## src/rtl/imm_pkg.sv

```systemverilog
`default_nettype none
// ============================================================================
// Module   : imm_pkg
// Brief    : Shared immediate-format codes and the stage-1 payload type for
//            the immediate encoder (imm_encode / imm_range_chk).
// Revision : 1.0 - initial release
// ============================================================================
package imm_pkg;

    // ImmSrc format codes; any other code is unsupported
    localparam logic [2:0] IMM_I = 3'b000;
    localparam logic [2:0] IMM_S = 3'b001;
    localparam logic [2:0] IMM_B = 3'b010;
    localparam logic [2:0] IMM_J = 3'b011;
    localparam logic [2:0] IMM_U = 3'b111;

    // Item captured by stage 1: raw operands plus the precomputed error flag
    typedef struct packed {
        logic [31:0] imm;
        logic [2:0]  src;
        logic [31:0] base;
        logic        err;
    } s1_payload_t;

endpackage
`default_nettype wire

```

## src/rtl/imm_encode_if.sv

```systemverilog
`default_nettype none
// ============================================================================
// Module   : imm_encode_if
// Brief    : Valid/ready bundle for the immediate encoder. The slave modport
//            is the encoder side, the master modport is the producer/consumer.
// Revision : 1.0 - initial release
// ============================================================================
interface imm_encode_if #(
    parameter int CNT_W = 16
) ();
    logic             in_valid;
    logic             in_ready;
    logic [31:0]      ImmOp;
    logic [2:0]       ImmSrc;
    logic [31:0]      BaseInstr;
    logic             out_valid;
    logic             out_ready;
    logic [31:0]      Instr;
    logic             ImmErr;
    logic [CNT_W-1:0] ErrCount;

    modport slave (
        input  in_valid, ImmOp, ImmSrc, BaseInstr, out_ready,
        output in_ready, out_valid, Instr, ImmErr, ErrCount
    );

    modport master (
        output in_valid, ImmOp, ImmSrc, BaseInstr, out_ready,
        input  in_ready, out_valid, Instr, ImmErr, ErrCount
    );
endinterface
`default_nettype wire

```

## src/rtl/imm_range_chk.sv

```systemverilog
`default_nettype none
// ============================================================================
// Module   : imm_range_chk
// Brief    : Combinational check that an immediate fits the chosen format
//            (sign-extension range and alignment). Unsupported formats are
//            always flagged.
// Revision : 1.0 - initial release
// ============================================================================
module imm_range_chk
    import imm_pkg::*;
(
    input  logic [31:0] imm,
    input  logic [2:0]  src,
    output logic        err
);

    // A field fits when every bit above its sign bit equals the sign bit
    always_comb begin
        err = 1'b1;
        case (src)
            IMM_I, IMM_S: err = !((&imm[31:11]) || (~|imm[31:11]));
            IMM_B:        err = !((&imm[31:12]) || (~|imm[31:12])) || imm[0];
            IMM_J:        err = !((&imm[31:20]) || (~|imm[31:20])) || imm[0];
            IMM_U:        err = |imm[11:0];
            default:      err = 1'b1;
        endcase
    end

endmodule
`default_nettype wire

```

## src/rtl/imm_encode.sv

```systemverilog
`default_nettype none
// ============================================================================
// Module   : imm_encode
// Brief    : Scatters a 32-bit immediate into the instruction bit positions
//            of the selected format (I/S/B/J/U), flags unencodable values
//            and keeps a saturating error count. Two-stage valid/ready pipe.
// Config   : IMM_ERR_DROP_EN - when defined, erroneous items are consumed in
//            stage 1 and never reach the output; ImmErr is then tied to 0.
// Revision : 1.0 - initial release
// ============================================================================
module imm_encode
    import imm_pkg::*;
#(
    parameter int CNT_W = 16
) (
    input  logic         clk,
    input  logic         rst,
    imm_encode_if.slave  bus
);

    logic              v1;
    logic              v2;
    s1_payload_t       s1;
    logic              in_err;
    logic              accept;
    logic              s2_load;
    logic              s1_adv;
    logic              load2;
    logic [31:0]       packed_instr;
    logic [31:0]       instr_q;
    logic [CNT_W-1:0]  err_cnt;
    logic              unused_imm0;
`ifndef IMM_ERR_DROP_EN
    logic              err_q;
`endif

    imm_range_chk u_range_chk (
        .imm (bus.ImmOp),
        .src (bus.ImmSrc),
        .err (in_err)
    );

    assign s2_load      = !v2 || bus.out_ready;
    assign s1_adv       = v1 && s2_load;
    assign bus.in_ready = !v1 || s2_load;
    assign accept       = bus.in_valid && bus.in_ready;

`ifdef IMM_ERR_DROP_EN
    // Erroneous items leave stage 1 but are not handed to stage 2
    assign load2 = s1_adv && !s1.err;
`else
    assign load2 = s1_adv;
`endif

    // Stage 1: capture operands together with their range-check result
    always_ff @(posedge clk) begin
        if (rst) begin
            v1 <= 1'b0;
            s1 <= '0;
        end else if (accept) begin
            v1       <= 1'b1;
            s1.imm   <= bus.ImmOp;
            s1.src   <= bus.ImmSrc;
            s1.base  <= bus.BaseInstr;
            s1.err   <= in_err;
        end else if (s1_adv) begin
            v1 <= 1'b0;
        end
    end

    // Scatter immediate bits over the base word; bits outside the format's
    // immediate field (and unsupported formats) pass BaseInstr through
    always_comb begin
        packed_instr = s1.base;
        case (s1.src)
            IMM_I: packed_instr[31:20] = s1.imm[11:0];
            IMM_S: begin
                packed_instr[31:25] = s1.imm[11:5];
                packed_instr[11:7]  = s1.imm[4:0];
            end
            IMM_B: begin
                packed_instr[31]    = s1.imm[12];
                packed_instr[7]     = s1.imm[11];
                packed_instr[30:25] = s1.imm[10:5];
                packed_instr[11:8]  = s1.imm[4:1];
            end
            IMM_J: begin
                packed_instr[31]    = s1.imm[20];
                packed_instr[19:12] = s1.imm[19:12];
                packed_instr[20]    = s1.imm[11];
                packed_instr[30:21] = s1.imm[10:1];
            end
            IMM_U: packed_instr[31:12] = s1.imm[31:12];
            default: ;
        endcase
    end

    // Bit 0 is implied zero in B/J and never stored in the instruction
    assign unused_imm0 = s1.imm[0];

    // Stage 2: registered outputs, held while downstream stalls
    always_ff @(posedge clk) begin
        if (rst) begin
            v2      <= 1'b0;
            instr_q <= '0;
`ifndef IMM_ERR_DROP_EN
            err_q   <= 1'b0;
`endif
        end else if (s2_load) begin
            v2 <= load2;
            if (load2) begin
                instr_q <= packed_instr;
`ifndef IMM_ERR_DROP_EN
                err_q   <= s1.err;
`endif
            end
        end
    end

    // Count erroneous items as they leave stage 1, saturating at all-ones
    always_ff @(posedge clk) begin
        if (rst) begin
            err_cnt <= '0;
        end else if (s1_adv && s1.err && !(&err_cnt)) begin
            err_cnt <= err_cnt + {{(CNT_W-1){1'b0}}, 1'b1};
        end
    end

    assign bus.out_valid = v2;
    assign bus.Instr     = instr_q;
    assign bus.ErrCount  = err_cnt;
`ifdef IMM_ERR_DROP_EN
    assign bus.ImmErr    = 1'b0;
`else
    assign bus.ImmErr    = err_q;
`endif

endmodule
`default_nettype wire

```

## src/flat_wrapper.sv

```systemverilog
// flat-port wrapper written by rule: the top's interface ports become plain ports
module imm_encode_flat import imm_pkg::*;
#(
    parameter int CNT_W = 16
)
  (clk, rst, bus_in_valid, bus_ImmOp, bus_ImmSrc, bus_BaseInstr, bus_out_ready, bus_in_ready, bus_out_valid, bus_Instr, bus_ImmErr, bus_ErrCount);
  imm_encode_if #(.CNT_W(CNT_W)) bus_i ();
  input  logic clk;
  input  logic rst;
  input wire logic [$bits(bus_i.in_valid)-1:0] bus_in_valid;
  input wire logic [$bits(bus_i.ImmOp)-1:0] bus_ImmOp;
  input wire logic [$bits(bus_i.ImmSrc)-1:0] bus_ImmSrc;
  input wire logic [$bits(bus_i.BaseInstr)-1:0] bus_BaseInstr;
  input wire logic [$bits(bus_i.out_ready)-1:0] bus_out_ready;
  output wire logic [$bits(bus_i.in_ready)-1:0] bus_in_ready;
  output wire logic [$bits(bus_i.out_valid)-1:0] bus_out_valid;
  output wire logic [$bits(bus_i.Instr)-1:0] bus_Instr;
  output wire logic [$bits(bus_i.ImmErr)-1:0] bus_ImmErr;
  output wire logic [$bits(bus_i.ErrCount)-1:0] bus_ErrCount;
  assign bus_i.in_valid = bus_in_valid;
  assign bus_i.ImmOp = bus_ImmOp;
  assign bus_i.ImmSrc = bus_ImmSrc;
  assign bus_i.BaseInstr = bus_BaseInstr;
  assign bus_i.out_ready = bus_out_ready;
  assign bus_in_ready = bus_i.in_ready;
  assign bus_out_valid = bus_i.out_valid;
  assign bus_Instr = bus_i.Instr;
  assign bus_ImmErr = bus_i.ImmErr;
  assign bus_ErrCount = bus_i.ErrCount;
  imm_encode #(.CNT_W(CNT_W)) u_core (.clk(clk), .rst(rst), .bus(bus_i));
endmodule
```

## config.mk

```make
export PLATFORM = sky130hd
export DESIGN_NAME = imm_encode_flat
export DESIGN_NICKNAME = d
export VERILOG_FILES = /design/src/rtl/imm_pkg.sv /design/src/rtl/imm_encode_if.sv /design/src/rtl/imm_range_chk.sv /design/src/rtl/imm_encode.sv /design/src/flat_wrapper.sv
export SDC_FILE = /design/constraint.sdc
export NUM_CORES = 1
export LEC_CHECK = 0
export BUFFER_PORTS_ARGS = -buffer_cell sky130_fd_sc_hd__buf_2
export CAP_MARGIN = 20
export CELL_PAD_IN_SITES_DETAIL_PLACEMENT = 0
export CELL_PAD_IN_SITES_GLOBAL_PLACEMENT = 1
export CORE_ASPECT_RATIO = 0.5
export CORE_MARGIN = 3
export CORE_UTILIZATION = 40
export DETAILED_ROUTE_END_ITERATION = 10
export GPL_TIMING_DRIVEN = 0
export MAX_ROUTING_LAYER = met4
export PLACE_DENSITY = 0.8
export SLEW_MARGIN = 20
export SYNTH_ARGS = -nofsm -noshare
export SYNTH_HDL_FRONTEND = slang
export SYNTH_HIERARCHICAL = 1
export SYNTH_SLANG_ARGS = --single-unit
```

## constraint.sdc

```tcl
create_clock -name clk -period 3.15 [get_ports clk]
set_input_delay 0.7875 -clock clk [delete_from_list [all_inputs] [get_ports clk]]
set_output_delay 0.7875 -clock clk [all_outputs]
set_load 0.005 [all_outputs]
```

==> results by group <==
Run status
  – Run status: finished, final reports clean

Yosys
  – Syn avg cell area: 8.02 µm²
  – FF+latch count, synth: 119
  – Cell Area, Synth: 5070 µm²
  – EDFF count, synth: 0
  – YS warnings: 6
  – Top cell type's share of synthesized area: 47.0%
  – Top cells by area, synth: dfxtp_1 47%, nand2_1 13%, a21oi_1 8.5%
  – Yosys top cell by area: dfxtp_1
  – Synth Net Count: 704
  – Syn Inst Count: 632
  – Post-synth cell types: 50
  – Synth Flop Type: dfxtp_1
  – Ys async rst share: 0%
  – Seq/Total Area, Yosys: 47.0%

Routing
  – Via density: 5.30
  – Post-DR wirelength/cell: 16.2 µm
  – DRT iter0 DRCs: 406
  – Total wire length: 15400 µm
  – Post-route DRC: 0
  – Drt first pass iters: 5
  – DRT antenna net count: 0
  – Routed via count: 5031

Worst setup path
  – Reg2reg path depth: 6
  – Critical path type: reg2reg
  – Crit path max fanout: 10
  – Critical Path, Cell by Cell: ha_1 > nand4_2 > nor4_4 > buf_2 > nor3b_1 > o21a_1
  – Worst EP arrival: 2600 ps
  – Startpoint types: register
  – Critical Path RT: 3440 ps
  – FF-to-FF End: u_core/bus.ErrCount[1]
  – Slowest stage cell, crit path: nor4_4
  – FF-to-FF Start: u_core/bus.ErrCount[0]
  – Max stage delay on crit path: 540 ps
  – R2r setup slk: 840 ps
  – Worst setup EP type: register
  – CP endpoint: u_core/bus.ErrCount[1]
  – Crit path from: u_core/bus.ErrCount[0]

Floorplan
  – Core outline area: 12100 µm²
  – Die width: 165 µm
  – Initial Utilization: 41.9%
  – Ports: 122
  – Row count: 28
  – Die height: 85.6 µm
  – Die ar.: 14100 µm²

Final layout
  – Multi-input logic area: 2470 µm²
  – Fillers: 1243
  – Antenna diode count: 0
  – Layout cell share with drive strength beyond 1: 21.3%
  – Area Growth Syn to Fin: 27.6%
  – Commonest non-fill, non-tap cell in the layout: nand2_1
  – FF+latch area: 2380 µm²
  – Most frequent cells in the layout: 172 x nand2_1, 124 x buf_2, 119 x dfxtp_1, 86 x a21oi_1, 37 x nor2_1
  – Nets@finish: 844

STA
  – Setup Skew: 9.05 ps
  – RSZ-0062 raised after global routing: false
  – F_max: 433 MHz
  – Hold slack: 453 ps
  – Hold Vio Cnt, Final: 0
  – Relative slew slack: 53.8%
  – Worst Max-Slew Pin Slew: 692 ps
  – TNS Setup: 0 ps
  – Tcrit/Tclk final: 73.3%
  – Final Critical Period: 2310 ps
  – Final setup fails: 0
  – Final max-slew violation count: 0

Clock tree
  – Register clock-pin slew on the reported worst setup and hold paths: 50 ps
  – Post-CTS resize count: 0
  – CTS tree: yes
  – Htree depth: 4
  – Post CTS Setup Buffer Count: 0
  – Total CTS buffers: 17
  – Root buf cell: clkbuf_16
  – Clock Path Buffers: 2
  – Hold buffer count at cts: 0
  – Insertion delay to the later sink of the worst-skew pair: 410 ps
  – Sink Count: 119

GRT
  – Initial antenna violation count: 0
  – Tot GR Track Use: 23.1%
  – First-pass GRT wire length: 24600 µm
  – GRT overflow: 0
  – Vias in the first global route: 4749
  – Largest net degree at the start of global routing: 17

Placed design
  – Post-DP HPWL: 11600 µm
  – Routability cong.: 0.863
  – Port-buffer cells: 121

Power
  – Sequential fraction of design power: 42.0%
  – Switching power: 0.925 mW
  – Clock group share of total power: 49.3%
  – Leak Pwr: 2.64 nW
  – P per Cell Area: 600 nW/µm²
  – Sw Ratio: 23.9%
  – Logic pwr share: 8.7%
  – Pint: 2.95 mW
  – Max VDD drop: 0.305 mV
  – Total power: 3.88 mW

Min path
  – HP Class: reg2reg

Job
  – Max Cap Violations: 0
[power groups by stage]
stage	registers, mW	logic, mW	clock network, mW
4_1_cts	1.63	0.337	1.94
6_report	1.63	0.338	1.91
3_3_place_gp	1.66	0.332	0
2_1_floorplan	1.65	0.189	0
5_1_grt	1.64	0.383	2.02
3_5_place_dp	1.66	0.335	0
[cell usage after synthesis (all sizes together), types with 2 or more instances]
library cell,n
o311a,3
and3,2
clkbuf,33
nand3b,4
o21a,2
buf,12
a211oi,12
nor4b,2
nor2b,7
or3,2
mux2,7
nand4,12
o31ai,5
nor2,37
mux2i,11
inv,8
a31o,7
or4,4
a21oi,86
nand2b,3
o21ai,8
nor3b,3
dfxtp,119
and2,3
nand3,21
nor4,12
a2111oi,7
a311oi,10
nor3,6
a221oi,4
nand2,172
[metal layers]
| layer | vias up | wire [µm] | track usage, % |
|---|---|---|---|
| met3 | 14 | 991 | 4.92 |
| met2 | 136 | 6580 | 33.8 |
| met5 | - | 0 | - |
| met4 | 0 | 148 | 5.71 |
| met1 | 2365 | 7670 | 32.5 |
| li1 | 2516 | - | - |
[cell type report]
cell class                      count  share of cell area [%]
Clock buffer                       24                    7.61
Clock inverter                      8                    1.47
Multi-Input combinational cell    459                    38.2
Timing Repair Buffer              121                    9.37
Buffer                             45                    2.79
Sequential cell                   119                    36.8
Tap cell                          165                    3.19
Inverter                            9                   0.523
[through the flow]
| step | setup slack [ps] | util (%) | instance area (µm²) | cells |
|---|---|---|---|---|
| 6_report | 842 | 53.5 | 6460 | 950 |
| 3_3_place_gp | 523 | 48.6 | 5880 | 918 |
| 2_1_floorplan | 937 | - | 5070 | 632 |
| 4_1_cts | 868 | 53.5 | 6460 | 950 |
| 5_1_grt | 690 | 53.5 | 6460 | 950 |
| 3_5_place_dp | 500 | 48.6 | 5880 | 918 |
[worst min path at each step]
stage,from,end,slack (ps),cells past startpoint
2_1_floorplan,u_core/packed_instr[0],u_core/bus.Instr[0],430,2
3_3_place_gp,u_core/packed_instr[1],u_core/bus.Instr[1],440,2
3_5_place_dp,u_core/packed_instr[1],u_core/bus.Instr[1],450,2
4_1_cts,u_core/packed_instr[1],u_core/bus.Instr[1],450,2
5_1_grt,u_core/s1[20],u_core/s1[20],470,2
6_report,u_core/s1[20],u_core/s1[20],450,2
[critical path, delay by kind of cell (launching register included)]
family / cells / cell delay, ps
compound gates: 1 / 200
simple gates: 3 / 910
fa+ha+maj: 1 / 380
flops: 1 / 410
buf+inv: 1 / 290
[registers in the layout (all words and copies together) (netlist names)]
name and flops:
u_core/bus.out_valid 1, u_core/s1 61, u_core/bus.Instr 32, u_core/bus.ImmErr 1
u_core/packed_instr 7, u_core/bus.ErrCount 16, u_core/v1 1
[cells by family (layout without fill, tap and decap cells)]
logic type,after synthesis,in the layout,synth area share [%]
AO/OA/AOI/OAI,148,148,18.3
XOR/XNOR,1,1,0.173
adder cells (fa/ha/maj),1,1,0.247
buffers and inverters,54,207,4.22
flip-flops,119,119,47.0
multiplexers,18,18,3.73
AND/OR/NAND/NOR,291,291,26.3
Power figures use the tool's default switching activity.
